$ cat src/rtl/vram_arbiter.sv
// Arbitrates a single-port VRAM between PPU fetches and CPU accesses.
// The PPU always wins during ACTIVE_PICTURE; a CPU access that collides with it is denied and counted.
module vram_arbiter #(
   parameter int          ADDR_W       = 13,
   parameter logic [7:0]  BLOCKED_DATA = 8'hFF
) (
   input  logic              clock,
   input  logic              reset_n,
   input  logic [1:0]        ppu_mode,
   input  logic [ADDR_W-1:0] ppu_addr,
   output logic [7:0]        ppu_data,
   input  logic              cpu_req,
   input  logic              cpu_we,
   input  logic [ADDR_W-1:0] cpu_addr,
   input  logic [7:0]        cpu_wdata,
   output logic [7:0]        cpu_rdata,
   output logic              cpu_ack,
   output logic              cpu_blocked,
   output logic [ADDR_W-1:0] mem_addr,
   output logic [7:0]        mem_wdata,
   output logic              mem_we,
   input  logic [7:0]        mem_rdata,
   output logic [7:0]        block_cnt
);

   // state   | meaning
   // IDLE    | PPU owns VRAM, waiting for a CPU request
   // RD_WAIT | CPU read address presented, VRAM read in flight
   // RD_CAP  | VRAM read data valid, captured into cpu_rdata
   // WR      | CPU write strobed into VRAM
   // BLOCK   | access denied by ACTIVE_PICTURE, denial counted
   // ACK     | one-cycle completion pulse to the CPU
   // REL     | waiting for the CPU to drop its request
   typedef enum logic [2:0] {
      S_IDLE, S_RD_WAIT, S_RD_CAP, S_WR, S_BLOCK, S_ACK, S_REL
   } state_t;

   localparam logic [1:0] MODE_ACTIVE = 2'd3;

   state_t     state_q, state_d;
   logic       blocked_q, blocked_d;
   logic [7:0] cpu_rdata_q, cpu_rdata_d;
   logic [7:0] block_cnt_q, block_cnt_d;
   logic       cpu_ack_q, cpu_ack_d;
   logic       cpu_blocked_q, cpu_blocked_d;
   logic       ppu_active;
   logic       cpu_owns_mem;

   assign ppu_active = (ppu_mode == MODE_ACTIVE);

   always_comb begin
      state_d     = state_q;
      blocked_d   = blocked_q;
      cpu_rdata_d = cpu_rdata_q;
      block_cnt_d = block_cnt_q;
      unique case (state_q)
         S_IDLE: begin
            if (cpu_req) begin
               if (ppu_active) begin
                  state_d = S_BLOCK;
               end else if (cpu_we) begin
                  state_d   = S_WR;
                  blocked_d = 1'b0;
               end else begin
                  state_d   = S_RD_WAIT;
                  blocked_d = 1'b0;
               end
            end
         end
         S_RD_WAIT: state_d = ppu_active ? S_BLOCK : S_RD_CAP;
         S_RD_CAP: begin
            if (ppu_active) begin
               state_d = S_BLOCK;
            end else begin
               cpu_rdata_d = mem_rdata;
               state_d     = S_ACK;
            end
         end
         S_WR: state_d = ppu_active ? S_BLOCK : S_ACK;
         S_BLOCK: begin
            if (!cpu_we) cpu_rdata_d = BLOCKED_DATA;
            if (block_cnt_q != 8'hFF) block_cnt_d = block_cnt_q + 8'd1;
            blocked_d = 1'b1;
            state_d   = S_ACK;
         end
         S_ACK: state_d = S_REL;
         S_REL: if (!cpu_req) state_d = S_IDLE;
         default: state_d = S_IDLE;
      endcase
      cpu_ack_d     = (state_d == S_ACK);
      cpu_blocked_d = (state_d == S_ACK) && blocked_d;
   end

   always_ff @(posedge clock or negedge reset_n) begin
      if (!reset_n) begin
         state_q       <= S_IDLE;
         blocked_q     <= 1'b0;
         cpu_rdata_q   <= 8'h00;
         block_cnt_q   <= 8'h00;
         cpu_ack_q     <= 1'b0;
         cpu_blocked_q <= 1'b0;
      end else begin
         state_q       <= state_d;
         blocked_q     <= blocked_d;
         cpu_rdata_q   <= cpu_rdata_d;
         block_cnt_q   <= block_cnt_d;
         cpu_ack_q     <= cpu_ack_d;
         cpu_blocked_q <= cpu_blocked_d;
      end
   end

   // The memory port follows ppu_mode combinationally so a preempted write never strobes.
   assign cpu_owns_mem = !ppu_active &&
                         (state_q == S_RD_WAIT || state_q == S_RD_CAP || state_q == S_WR);

   assign mem_addr    = cpu_owns_mem ? cpu_addr : ppu_addr;
   assign mem_we      = (state_q == S_WR) && !ppu_active;
   assign mem_wdata   = cpu_wdata;
   assign ppu_data    = mem_rdata;
   assign cpu_rdata   = cpu_rdata_q;
   assign cpu_ack     = cpu_ack_q;
   assign cpu_blocked = cpu_blocked_q;
   assign block_cnt   = block_cnt_q;

endmodule

$ cat config.mk
export PLATFORM = sky130hd
export DESIGN_NAME = vram_arbiter
export DESIGN_NICKNAME = d
export VERILOG_FILES = /design/src/rtl/vram_arbiter.sv
export SDC_FILE = /design/constraint.sdc
export NUM_CORES = 1
export LEC_CHECK = 0
export CORE_UTILIZATION = 45
export DETAILED_ROUTE_END_ITERATION = 7
export DONT_BUFFER_PORTS = 1
export PLACE_DENSITY_LB_ADDON = 0.25
export SLEW_MARGIN = 20
export SYNTH_ARGS = -nofsm -noshare
export SYNTH_HDL_FRONTEND = slang
export SYNTH_SLANG_ARGS = --single-unit
$ cat constraint.sdc
create_clock -name clock -period 3.05 [get_ports clock]
set_input_delay 0.4575 -clock clock [delete_from_list [all_inputs] [get_ports clock]]
set_output_delay 0.4575 -clock clock [all_outputs]
set_load 0.005 [all_outputs]
==> summary.md <==
| Metric | Value |
|---|---|
| Least-Margin Pin Slew | about 930 ps |
| Post-CTS setup buffers | 0 |
| Post_cts resized | 0 |
| Total negative setup slack | 0 ps |
| Pre-Repair DR Iteration Count | 3 |
| Vias | 790 |
| Worst slew margin | 0.378 |
| Reg2Reg Launch Point | state_q[1] |
| IO Pins | 96 |
| Clock Pin Slew Worst Setup and Hold Paths | 120 ps |
| GRT Overall Usage | 0.154 |
| Internal power | between 700 and 800 uW |
| WHS Path Cells | 1 |
| Crit path DAT | ~1800 ps |
| Hold Path End | cpu_rdata[6] |
| Status | finished clean |
| Via density per instance | 5.98 |
| Area Overhead vs Synth | -4.42% |
| # rows | 18 |
| Seq pwr share | 0.476 |
| Top Family by Delay on Critical Path | compound AO/OA/AOI/OAI gates |
| F_max | 0.442 GHz |
| Grt ovf | 0 |
| HPWL Detailed | 1870 um |
| PwrDens | 968 nW/um^2 |
| Sw Pwr | roughly 430 uW |
| Ys flop type | dfrtp_1 |
| CP max-delay cell | o21ai_2 |
| Clock latency on the worst-skew pair | 300 ps |
| Type of origin of the critical path | flip-flop |
| Max-cap violations | 0 |
| Combinational power share | 0.338 |
| Core ar. | 2570 sq um |
| Ant. Diodes | 0 |
| Worst reg2reg setup slack | 1270 ps |
| Starting density of the core | 0.496 |
| Worst Setup End Kind | primary output |
| Vias in the first global route | 775 |
| Leak Pwr | 0.488 nW |
| Req. time, crit path | 2590 ps |
| CTS sink cnt | 22 |
| Global-route wire length before repair | 3730 um |
| Layout net count | about 150 |
| DIE HEIGHT | 55.2 um |
| Worst path max stage delay | 540 ps |
| Sequential area share after synthesis | 0.432 |
| Routed WL | between 2000 and 2500 um |
| R2r endpoint | block_cnt[1] |
| Mapped Cells | between 100 and 150 |
| Cell variety after synth | 32 |
| Fill cell count | 251 |
| Hold Worst Slack | around 250 ps |
| EDFF count, synth | 0 |
| H-tree levels | 1 |
| Share of post-route cells with drive strength above 1 | 0.225 |
| Die width | 55.2 um |
| Synth Area per Inst | 10.8 sq um |
| Crit path time final | 2260 ps |
| Wirelength per Cell | 17.8 um |
| Synth Net Count | 167 |
| Final setup vio count | 0 |
| Ys async rst share | 1.00 |
| CP Cell Sequence | o21ai_2, mux2_2 |
| Worst clock skew | 4.23 ps |
| FF-to-FF path depth | 3 |
| Max clock buf depth | 2 |
| Total chip power | 1.18 mW |
| Slew Viols, Final | 0 |
| Initial DRC count | 26 |
| Worst setup path category | reg2out |
| Ys Warns | 0 |
| Gpl congestion | 0.824 |
| Antenna viol nets, final | 0 |
| PortBufs | 0 |
| Root Driver | clkbuf_4 |
| Peak fanout along the critical path | 14 |
| Clock power share | 0.186 |
| Drt drc | 0 |
| Peak supply drop | ~590 uV |
| Synth Register Bits | 22 |
| CTS tree | done |
| Largest net degree at the start of global routing | 23 |
| RSZ-0062 raised after global routing | no |
| Die area | 3050 sq um |
| Min-delay worst type | in2reg |
| Fin. Hold Viols | 0 |
| Cell Area, Synth | 1270 sq um |
| Hold buffers post-CTS | 1 |
| Final period util | 0.742 |
| Hold wc startpoint | cpu_we |
| Initial antenna violation count | 0 |
| Total CTS buffers | 3 |
| Switching portion of total power | 0.364 |
| WP buf/inv | 0 |
==> how the worst max path moves through the flow <==
stage / from / endpoint / slack [ps] / depth (start not counted)
after floorplan: state_q[0] / mem_addr[10] / 1260 / 4
after global placement: state_q[1] / mem_addr[6] / 890 / 2
after detailed placement: state_q[1] / mem_addr[6] / 810 / 2
after CTS: state_q[1] / mem_addr[6] / 450 / 2
after global routing: state_q[1] / mem_addr[6] / 630 / 2
final: state_q[1] / mem_addr[6] / 790 / 2
==> metrics by stage <==
step	setup WS (ps)	std cells	area (sq um)	utilization
global placement	892	127	1150	0.448
floorplan	1260	118	1270	-
global route	631	132	1220	0.474
detailed placement	808	127	1150	0.448
finish	785	132	1220	0.474
CTS	454	132	1210	0.473
==> area by class of cell <==
class	count	area (sq um)	share of cell area
Clock buffer	3	22.5	0.0185
Inverter	1	3.75	0.00308
Sequential cell	22	551	0.452
Timing Repair Buffer	1	10.0	0.00822
Multi-Input combinational cell	74	563	0.462
Clock inverter	1	30.0	0.0247
Tap cell	30	37.5	0.0308
==> flip-flops by register name, summed over array words and instances (netlist names) <==
signal / cells
blocked_q: 1
cpu_rdata: 8
cpu_ack: 1
state_q: 3
block_cnt: 8
cpu_blocked: 1
==> layer usage <==
layer	vias up	global-route usage	wire (um)
met5	-	0	0
met4	0	0.0429	34
met3	6	0.0515	225
met2	55	0.284	1260
met1	362	0.166	836
li1	367	-	-
==> cell usage after synthesis, types with 2 or more instances <==
cell | instances | area, sq um
nor2b_1 | 2 | 12.5
and3_1 | 3 | 18.8
nand4_1 | 3 | 18.8
buf_4 | 17 | 128
dfrtp_1 | 22 | 551
buf_6 | 2 | 22.5
a21oi_1 | 2 | 10.0
nor2_1 | 3 | 11.3
xnor2_1 | 4 | 35.0
nand2_1 | 13 | 48.8
o21ai_0 | 2 | 10.0
buf_2 | 2 | 10.0
nand3_1 | 3 | 15.0
mux2_2 | 15 | 169
o22a_1 | 7 | 61.3
a32o_1 | 2 | 20.0
==> cell usage in the layout (no fill, tap or decap) <==
cell type	instances
dfrtp_1	22
mux2_2	15
nand2_1	13
o22a_1	7
xnor2_1	4
nor2_1	3
nand3_1	3
and3_1	3
nand4_1	3
clkbuf_4	3
a21oi_1	2
nor2b_1	2
a32o_1	2
o21ai_0	2
a211oi_1	1
nor3_1	1
a311oi_1	1
a21oi_2	1
o21ai_2	1
inv_1	1
or2_2	1
or3b_1	1
mux2i_1	1
and2_1	1
o21bai_1	1
o31a_1	1
and4_1	1
a21oi_4	1
xor2_1	1
ha_1	1
bufinv_16	1
dlygate4sd3_1	1
==> cells by family (layout without fill, tap and decap cells) <==
logic type	Yosys count	after routing	share of synthesized area
simple gates	32	32	0.126
flops	22	22	0.432
buf+inv	22	6	0.129
compound gates	20	20	0.129
mux	16	16	0.140
fa+ha+maj	1	1	0.00982
xor+xnor	5	5	0.0344
==> power by group through the flow <==
stage / clock [mW] / combinational, mW / sequential (mW)
CTS: 0.221 / 0.403 / 0.562
finish: 0.219 / 0.398 / 0.562
floorplan: 0 / 0.434 / 0.505
detailed placement: 0 / 0.395 / 0.568
global placement: 0 / 0.383 / 0.561
global route: 0.235 / 0.454 / 0.585
Power figures use the tool's default switching activity.
